<file path="config.mk">
export PLATFORM = sky130hd
export DESIGN_NAME = regfile_writeback_arbiter_flat
export DESIGN_NICKNAME = d
export VERILOG_FILES = /design/src/rtl/regfile_writeback_arbiter_if.sv /design/src/rtl/regfile_writeback_arbiter.sv /design/src/flat_wrapper.sv
export SDC_FILE = /design/constraint.sdc
export NUM_CORES = 1
export LEC_CHECK = 0
export CAP_MARGIN = 20
export CORE_MARGIN = 2
export CORE_UTILIZATION = 43
export CTS_BUF_LIST = sky130_fd_sc_hd__clkbuf_4 sky130_fd_sc_hd__clkbuf_8
export DETAILED_ROUTE_END_ITERATION = 12
export PLACE_DENSITY_LB_ADDON = 0.08
export SYNTH_ARGS = -nofsm -noshare
export SYNTH_HDL_FRONTEND = slang
export SYNTH_SLANG_ARGS = --single-unit
</file>
<file path="constraint.sdc">
create_clock -name clk -period 3 [get_ports clk]
set_input_delay 0.45 -clock clk [delete_from_list [all_inputs] [get_ports clk]]
set_output_delay 0.45 -clock clk [all_outputs]
set_load 0.01 [all_outputs]
</file>
<file path="src/rtl/regfile_writeback_arbiter_if.sv">
// ============================================================================
// Module      : regfile_writeback_arbiter_if
// Description : Writeback request, reservation and register-file write bus.
// Revision    : 1.0 - initial release
// ============================================================================
`default_nettype none

interface regfile_writeback_arbiter_if #(
    parameter int NUM_REQ     = 3,
    parameter int DATA_WIDTH  = 24,
    parameter int INDEX_WIDTH = 5
);
    localparam int c_ID_WIDTH = (NUM_REQ > 1) ? $clog2(NUM_REQ) : 1;
    localparam int c_NUM_REGS = 2 ** INDEX_WIDTH;

    logic [NUM_REQ-1:0]             req_valid;
    logic [NUM_REQ-1:0]             req_ready;
    logic [NUM_REQ*INDEX_WIDTH-1:0] req_index;
    logic [NUM_REQ*DATA_WIDTH-1:0]  req_data;
    logic                           reserve_valid;
    logic [INDEX_WIDTH-1:0]         reserve_index;
    logic                           write_enable;
    logic [INDEX_WIDTH-1:0]         write_index;
    logic [DATA_WIDTH-1:0]          write_data;
    logic [c_NUM_REGS-1:0]          pending_mask;
    logic [c_ID_WIDTH-1:0]          grant_id;

    modport master (
        output req_valid, req_index, req_data, reserve_valid, reserve_index,
        input  req_ready, write_enable, write_index, write_data, pending_mask, grant_id
    );

    modport slave (
        input  req_valid, req_index, req_data, reserve_valid, reserve_index,
        output req_ready, write_enable, write_index, write_data, pending_mask, grant_id
    );
endinterface

`default_nettype wire

</file>
<file path="src/rtl/regfile_writeback_arbiter.sv">
// ============================================================================
// Module      : regfile_writeback_arbiter
// Description : Round-robin arbiter for the register-file write port with a
//               registered write stage and a pending-write scoreboard.
// Revision    : 1.0 - initial release
// ============================================================================
`default_nettype none

module regfile_writeback_arbiter #(
    parameter int NUM_REQ     = 3,
    parameter int DATA_WIDTH  = 24,
    parameter int INDEX_WIDTH = 5,
    parameter int LONG_BASE   = 28
) (
    input  logic                          clk,
    input  logic                          reset,
    regfile_writeback_arbiter_if.slave    bus
);
    localparam int                     c_ID_WIDTH    = (NUM_REQ > 1) ? $clog2(NUM_REQ) : 1;
    localparam int                     c_CAND_WIDTH  = c_ID_WIDTH + 1;
    localparam int                     c_NUM_REGS    = 2 ** INDEX_WIDTH;
    localparam int                     c_SHORT_WIDTH = 16;
    localparam logic [c_ID_WIDTH:0]    c_NUM_REQ_W   = c_CAND_WIDTH'(NUM_REQ);
    localparam logic [c_ID_WIDTH-1:0]  c_LAST_REQ    = c_ID_WIDTH'(NUM_REQ - 1);
    localparam logic [INDEX_WIDTH-1:0] c_LONG_BASE   = INDEX_WIDTH'(LONG_BASE);

    logic [c_ID_WIDTH-1:0]  r_ptr_q,          w_ptr_d;
    logic                   r_write_enable_q, w_write_enable_d;
    logic [INDEX_WIDTH-1:0] r_write_index_q,  w_write_index_d;
    logic [DATA_WIDTH-1:0]  r_write_data_q,   w_write_data_d;
    logic [c_ID_WIDTH-1:0]  r_grant_id_q,     w_grant_id_d;
    logic [c_NUM_REGS-1:0]  r_pending_q,      w_pending_d;

    logic                   w_found;
    logic                   w_xfer;
    logic [c_ID_WIDTH-1:0]  w_gnt;
    logic [c_ID_WIDTH:0]    w_cand;
    logic [NUM_REQ-1:0]     w_req_ready;
    logic [INDEX_WIDTH-1:0] w_sel_index;
    logic [DATA_WIDTH-1:0]  w_sel_data;

    // Search from the pointer; candidate index wraps modulo NUM_REQ.
    always_comb begin : arbitrate
        w_found = 1'b0;
        w_gnt   = '0;
        w_cand  = '0;
        for (int k = 0; k < NUM_REQ; k++) begin
            w_cand = {1'b0, r_ptr_q} + c_CAND_WIDTH'(k);
            if (w_cand >= c_NUM_REQ_W) begin
                w_cand = w_cand - c_NUM_REQ_W;
            end
            if (!w_found && bus.req_valid[w_cand[c_ID_WIDTH-1:0]]) begin
                w_found = 1'b1;
                w_gnt   = w_cand[c_ID_WIDTH-1:0];
            end
        end
    end

    assign w_xfer      = w_found && !reset;
    assign w_sel_index = bus.req_index[w_gnt*INDEX_WIDTH +: INDEX_WIDTH];
    assign w_sel_data  = bus.req_data[w_gnt*DATA_WIDTH +: DATA_WIDTH];

    always_comb begin : ready_decode
        w_req_ready = '0;
        if (w_xfer) begin
            w_req_ready[w_gnt] = 1'b1;
        end
    end

    always_comb begin : next_state
        w_write_enable_d = w_xfer;
        w_write_index_d  = r_write_index_q;
        w_write_data_d   = r_write_data_q;
        w_grant_id_d     = r_grant_id_q;
        w_ptr_d          = r_ptr_q;
        if (w_xfer) begin
            w_write_index_d = w_sel_index;
            w_grant_id_d    = w_gnt;
            // Short registers only hold 16 bits; the upper bits are forced to zero.
            w_write_data_d  = (w_sel_index >= c_LONG_BASE) ? w_sel_data
                            : {{(DATA_WIDTH-c_SHORT_WIDTH){1'b0}}, w_sel_data[c_SHORT_WIDTH-1:0]};
            w_ptr_d         = (w_gnt == c_LAST_REQ) ? '0 : w_gnt + 1'b1;
        end

        // Clear before set so a same-cycle reservation survives the retiring write.
        w_pending_d = r_pending_q;
        if (r_write_enable_q) begin
            w_pending_d[r_write_index_q] = 1'b0;
        end
        if (bus.reserve_valid) begin
            w_pending_d[bus.reserve_index] = 1'b1;
        end
    end

    always_ff @(posedge clk) begin : state_regs
        if (reset) begin
            r_ptr_q          <= '0;
            r_write_enable_q <= 1'b0;
            r_write_index_q  <= '0;
            r_write_data_q   <= '0;
            r_grant_id_q     <= '0;
            r_pending_q      <= '0;
        end else begin
            r_ptr_q          <= w_ptr_d;
            r_write_enable_q <= w_write_enable_d;
            r_write_index_q  <= w_write_index_d;
            r_write_data_q   <= w_write_data_d;
            r_grant_id_q     <= w_grant_id_d;
            r_pending_q      <= w_pending_d;
        end
    end

    assign bus.req_ready    = w_req_ready;
    assign bus.write_enable = r_write_enable_q;
    assign bus.write_index  = r_write_index_q;
    assign bus.write_data   = r_write_data_q;
    assign bus.grant_id     = r_grant_id_q;
    assign bus.pending_mask = r_pending_q;

endmodule

`default_nettype wire

</file>
<file path="src/flat_wrapper.sv">
// flat-port wrapper written by rule: the top's interface ports become plain ports
module regfile_writeback_arbiter_flat 
#(
    parameter int NUM_REQ     = 3,
    parameter int DATA_WIDTH  = 24,
    parameter int INDEX_WIDTH = 5,
    parameter int LONG_BASE   = 28
)
  (clk, reset, bus_req_valid, bus_req_index, bus_req_data, bus_reserve_valid, bus_reserve_index, bus_req_ready, bus_write_enable, bus_write_index, bus_write_data, bus_pending_mask, bus_grant_id);
  regfile_writeback_arbiter_if #(.NUM_REQ(NUM_REQ), .DATA_WIDTH(DATA_WIDTH), .INDEX_WIDTH(INDEX_WIDTH)) bus_i ();
  input  logic clk;
  input  logic reset;
  input wire logic [$bits(bus_i.req_valid)-1:0] bus_req_valid;
  input wire logic [$bits(bus_i.req_index)-1:0] bus_req_index;
  input wire logic [$bits(bus_i.req_data)-1:0] bus_req_data;
  input wire logic [$bits(bus_i.reserve_valid)-1:0] bus_reserve_valid;
  input wire logic [$bits(bus_i.reserve_index)-1:0] bus_reserve_index;
  output wire logic [$bits(bus_i.req_ready)-1:0] bus_req_ready;
  output wire logic [$bits(bus_i.write_enable)-1:0] bus_write_enable;
  output wire logic [$bits(bus_i.write_index)-1:0] bus_write_index;
  output wire logic [$bits(bus_i.write_data)-1:0] bus_write_data;
  output wire logic [$bits(bus_i.pending_mask)-1:0] bus_pending_mask;
  output wire logic [$bits(bus_i.grant_id)-1:0] bus_grant_id;
  assign bus_i.req_valid = bus_req_valid;
  assign bus_i.req_index = bus_req_index;
  assign bus_i.req_data = bus_req_data;
  assign bus_i.reserve_valid = bus_reserve_valid;
  assign bus_i.reserve_index = bus_reserve_index;
  assign bus_req_ready = bus_i.req_ready;
  assign bus_write_enable = bus_i.write_enable;
  assign bus_write_index = bus_i.write_index;
  assign bus_write_data = bus_i.write_data;
  assign bus_pending_mask = bus_i.pending_mask;
  assign bus_grant_id = bus_i.grant_id;
  regfile_writeback_arbiter #(.NUM_REQ(NUM_REQ), .DATA_WIDTH(DATA_WIDTH), .INDEX_WIDTH(INDEX_WIDTH), .LONG_BASE(LONG_BASE)) u_core (.clk(clk), .reset(reset), .bus(bus_i));
endmodule
</file>
# After elaboration in Yosys (flattened, before gate mapping)
# Cells that the tools add are included.
# word_totals
regBits	66
input_bits	98
out_inout_bits	67
# op_classes
n_reduce_logical	9
n_mux	26
bitwise_logic	3
addsub	6
eq_ne	1
shift	2
magnitude_cmp	13
multipliers	2
# ops
op	n
72-bit by 8-bit indexed part select with 24-bit output	1
32-bit two-way mux	2
32-bit AND	1
32-bit inverter	1
32-bit bitwise OR	1
24-bit two-way mux	1
15-bit by 6-bit indexed part select with 5-bit output	1
2-bit two-way mux	7
2-bit by 3-bit < comparator with 1-bit output, second input constant	4
5-bit by 6-bit < comparator with 1-bit output, second input constant	2
1-bit demux with 5-bit select	2
5-bit by 1-bit greater-or-equal comparator with 1-bit output, second input constant	2
1-bit two-way mux	9
1-bit binary-select mux with 2-bit select	3
3-bit by 2-bit greater-or-equal comparator with 1-bit output, second input constant	2
1-bit logical AND	6
2-bit subtractor, second input constant	3
5-bit greater-or-equal comparator, second input constant	1
2-bit by 3-bit multiplier with 5-bit output, second input constant	1
2-bit by 2-bit multiplier with 4-bit output, second input constant	1
2-bit by 1-bit adder with 3-bit output, second input constant	1
2-bit by 2-bit adder with 3-bit output, second input constant	1
1-bit zero test	3
3-bit two-way mux	1
other kinds (5)	5

# Logic depth before layout (Yosys ltp)
# logic_depth
depth_word	16
ltp_mapped	10

# Least setup slack after synthesis
# No wires, ideal clock.
# synth_timing
path_type	register -> register
from	register u_core.r_ptr_q[0]
to	register u_core.r_write_data_q[23] (netlist: u_core.bus.write_data[23])
setup_ns	0.086
path_stages_with_launch	9
synth_period_minus_slack_ns	2.438
n_path_buf	1
setup_slack_ns	0.562
required_ns	2.914
arrival_time_ns	2.352
path_cell_list	dfxtp_1 > inv_1 > ha_1 > clkbuf_1 > o32ai_2 > a22oi_1 > or4_4 > o211a_1 > a221oi_2
# synth_via
elab_chain_len	15
elab_cells_between_ends	34
# synth_lines
element	line	rtl
start, declared	regfile_writeback_arbiter.sv:27	logic [c_ID_WIDTH-1:0] r_ptr_q, w_ptr_d;
start signal, assigned	regfile_writeback_arbiter.sv:104	r_ptr_q <= w_ptr_d;
branches (longest 15 deep; another with 2-bit by 3-bit multiplier with 5-bit output)	n/a	
end signal, assigned	regfile_writeback_arbiter.sv:107	r_write_data_q <= w_write_data_d;
end, declared	regfile_writeback_arbiter.sv:30	logic [DATA_WIDTH-1:0] r_write_data_q, w_write_data_d;
# Several ways; the timed one is not identified. The select of a mux whose other input is x is not followed.
# A chain may end at the register's enable or synchronous reset.

# Worst setup path in the final report
# layout_timing
from	register u_core.r_ptr_q[1]
to	output bus_req_ready[1]
# layout_via
elab_chain_len	16
elab_cells_between_ends	34
# layout_lines
element	line	rtl
branches (longest 15 deep; another with 2-bit by 1-bit adder with 3-bit output)	n/a	
3-bit two-way mux (*)	regfile_writeback_arbiter.sv:65	if (w_xfer) begin
end, declared	flat_wrapper.sv:18	output wire logic [$bits(bus_i.req_ready)-1:0] bus_req_ready;
# Every way passes the cells marked *. The select of a mux whose other input is x is not followed.

==> implementation parameters <==
Parameter                              Value

Yosys
  Yosys synthesis warning count ... 0
  Number of instances in the synthesized netlist ... 433
  Post-synthesis area per instance ... 8.09 um2
  Syn nets ... 535
  Synth top area cells ... sky130_fd_sc_hd__dfxtp_1, sky130_fd_sc_hd__o21ai_0, sky130_fd_sc_hd__a21oi_1
  Share of flip-flops with an asynchronous set or reset ... 0%
  Synthesis-stage register bit count ... 66
  Number of different library cells in the post-synthesis netlist ... 49
  Synth area leader ... sky130_fd_sc_hd__dfxtp_1
  Number of enable-type register cells in the synthesized netlist ... 0
  Dominant synthesized flop cell ... sky130_fd_sc_hd__dfxtp_1
  Post-synth top area share ... 37.7%
  Sequential share of the synthesized area ... 37.7%
  Cell Area, Synth ... 3500 um2

Routing
  Post-route DRC ... 0
  Iteration-0 DRC count of the detailed router ... 197
  Number of vias in the routed layout ... 4019
  Routed metal-1 wire length ... 4660 um
  Average wire length per cell after detail routing ... 17.1 um
  Post-Route WL ... 12000 um
  Routed via count divided by cell count ... 5.73
  Uppermost signal routing layer after detailed routing ... met4
  Number of nets still failing antenna checks after routing ... 0
  Metal3 WL ... 1060 um
  Met2 WL ... 5990 um
  First-pass DRT Iterations ... 5

Placement
  DP Cell Count ... 684
  Placed cell areas ... 5280 um2
  Last weighted congestion value of the routability-driven placer ... 0.863
  Port buffer count ... 164
  Detailed placer's ending HPWL ... 8650 um
  Pre-CTS setup slack ... -22.5 ps

Job
  Count of max-cap constraint violations ... 0

Clock tree
  H-tree depth ... 3
  Num Clock Sinks ... 66
  Clock insertion delay at the later pin of the skew report ... 350 ps
  Clock tree from TritonCTS ... yes
  Clk pin slew, worst setup/hold paths ... 70 ps
  Clock Root Buffer ... sky130_fd_sc_hd__clkbuf_8
  Cts bufs inserted ... 9
  Number of buffers on the longest clock path ... 2

Timing
  Worst clock skew on the final layout ... 13.2 ps
  Final Hold Vio Count ... 0
  Achievable clock frequency ... 367 MHz
  Tcrit/Tclk final ... 90.9%
  Slew HR ... 54.0%
  Worst setup margin ... 273 ps
  Final-report setup violation count ... 0
  Total count of max-transition violations in the final report ... 0
  Transition time at the pin with the least slew margin ... 690 ps
  Unrepaired setup endpoints after global routing ... no
  Time the final worst path needs with I/O delays and setup ... 2730 ps

Power and ir drop
  Worst IR Drop VDD ... 0.489 mV
  Leakage power total ... 2.01 nW
  Total power per unit cell area ... 812 nW/um2

Floorplanning
  Initial core utilization ... 44.9%
  Die width ... 94.2 um
  Y dimension of the die ... 94.2 um
  Area of the core ... 7810 um2
  Ports ... 165
  Std cell rows ... 32
  Overall die area ... 8880 um2

Worst setup path
  Delay of the slowest cell on the worst path ... 350 ps
  Crit path depth ... 9
  Type of the worst setup path ... flip-flop to output pin
  Element type at the critical path end ... output pin
  Cell depth of the worst flop-to-flop path ... 10
  Buffers & Inverters on Critical Path ... 3
  Largest fanout on the critical path ... 4
  Type of element launching the critical path ... flip-flop
  Family with the most delay on the worst path ... buffers and inverters
  CP required ... 2550 ps
  Ordered cell list for the critical path ... inv_1, ha_4, mux2i_4, o221ai_2, buf_4, nand3b_1, o2bb2ai_1, nor2_1, dlygate4sd2_1
  WP data arrival ... 2280 ps
  Critical-path cell with the highest stage delay ... sky130_fd_sc_hd__dfxtp_2

GRT
  Pin count of the biggest net entering global routing ... 75
  Global route overflow ... 0
  GRT Overall Usage ... 26.4%
  Antenna violations before repair ... 0
  Wire length of the first global-routing pass ... 18500 um
  Number of global-route vias before repair ... 3886

Outcome
  Result of the run ... completed

Layout
  Layout Area Growth over Synthesis ... 60.0%
  Share of final-layout standard cells stronger than drive strength 1 ... 10.0%
  Final non-filler cell total ... 702
  Final net count ... 696
  Design Area, Final ... 5600 um2

Min path
  Classification of the worst-slack hold path ... input pin to flip-flop
  Cell depth of the worst min-delay path ... 3
## cells by family (layout without fill, tap and decap cells)
kind of cell	after synthesis	count (layout)	synth area share (%)
other	0	1	0
flip-flops	66	66	37.7
adder cells (fa/ha/maj)	4	4	1.43
AND/OR/NAND/NOR	157	157	24.5
multiplexers	3	3	1.21
buffers and inverters	38	204	4.39
AO/OA/AOI/OAI	165	165	30.7
## cell usage after synthesis (3+ instances only)
cell and number:
sky130_fd_sc_hd__a211oi_1 21, sky130_fd_sc_hd__a21oi_1 41, sky130_fd_sc_hd__a31o_2 4, sky130_fd_sc_hd__a32o_1 7, sky130_fd_sc_hd__and3_1 19, sky130_fd_sc_hd__buf_2 3, sky130_fd_sc_hd__clkbuf_1 27, sky130_fd_sc_hd__dfxtp_1 66
sky130_fd_sc_hd__ha_1 4, sky130_fd_sc_hd__inv_1 5, sky130_fd_sc_hd__nand2_1 41, sky130_fd_sc_hd__nand2b_1 25, sky130_fd_sc_hd__nand3_1 22, sky130_fd_sc_hd__nand3b_1 9, sky130_fd_sc_hd__nand4_1 5, sky130_fd_sc_hd__nor2_1 16
sky130_fd_sc_hd__nor2b_1 4, sky130_fd_sc_hd__nor3b_1 4, sky130_fd_sc_hd__o21ai_0 57, sky130_fd_sc_hd__o32ai_1 16, sky130_fd_sc_hd__or3b_2 3
## where the power goes
part | switching (W) | internal [W] | leakage (nW)
clock network | 0.000363 | 0.000650 | 0.134
logic | 0.00124 | 0.00111 | 1.34
registers | 0.000143 | 0.00104 | 0.540
total | 0.00175 | 0.00280 | 2.01
## routing by layer
layer  global-route usage [%]  vias to the layer above
li1                         -                     1933
met1                     30.3                     1857
met2                     45.8                      204
met3                     7.87                       25
met4                     10.9                        0
met5                        0                        -
## sequential cells by signal, indices dropped and copies added, names as in the netlist
signal / count
u_core.r_ptr_q: 2
u_core.bus.write_enable: 1
u_core.bus.write_data: 24
u_core.bus.pending_mask: 32
u_core.bus.write_index: 5
u_core.bus.grant_id: 2
## final cells by class
class,count,area [um2]
Antenna cell,1,2.50
Clock buffer,10,131
Clock inverter,6,138
Fill cell,628,2200
Inverter,6,22.5
Multi-Input combinational cell,329,2070
Sequential cell,66,1320
Tap cell,102,128
Timing Repair Buffer,182,1790
## final timing paths
kind	startpoint	end	slack (ps)
hold / removal	reset	u_core.bus.write_enable	450
setup reg to reg	u_core.r_ptr_q[1]	u_core.bus.write_data[23]	440
setup / recovery	u_core.r_ptr_q[1]	bus_req_ready[1]	270
hold reg to reg	u_core.bus.pending_mask[0]	u_core.bus.pending_mask[0]	470
## per-stage QoR
stage	TNS, ps	hold WS (ps)	utilization [%]	total power (W)
3_5_place_dp	-29.7	466	67.7	0.00348
3_3_place_gp	0	457	67.7	0.00343
6_report	0	454	71.8	0.00455
5_1_grt	0	472	71.7	0.00483
4_1_cts	0	439	71.5	0.00454
2_1_floorplan	0	466	-	0.00257
## cell usage in the layout (no fill, tap or decap), types with 9 or more instances in the layout
| master | n |
|---|---|
| sky130_fd_sc_hd__a21oi_1 | 41 |
| sky130_fd_sc_hd__a211oi_1 | 21 |
| sky130_fd_sc_hd__o32ai_1 | 16 |
| sky130_fd_sc_hd__buf_4 | 17 |
| sky130_fd_sc_hd__nand3_1 | 22 |
| sky130_fd_sc_hd__nand2_1 | 41 |
| sky130_fd_sc_hd__nand3b_1 | 9 |
| sky130_fd_sc_hd__clkbuf_8 | 9 |
| sky130_fd_sc_hd__clkdlybuf4s50_1 | 160 |
| sky130_fd_sc_hd__nand2b_1 | 25 |
| sky130_fd_sc_hd__and3_1 | 19 |
| sky130_fd_sc_hd__nor2_1 | 16 |
| sky130_fd_sc_hd__dfxtp_1 | 64 |
| sky130_fd_sc_hd__o21ai_0 | 57 |
## worst min-delay path, delay by kind of cell
| family | cells | cell delay [ps] |
|---|---|---|
| and+or+nand+nor | 1 | 120 |
| buffers and inverters | 2 | 160 |
## repair_timing
action / CTS / global route
setup endpoints to repair: 3 / 2
hold buffers: 0 / 0
setup buffers: 1 / 0
pin swaps: 1 / 0
gates resized for setup: 6 / 5
Power figures use the tool's default switching activity.
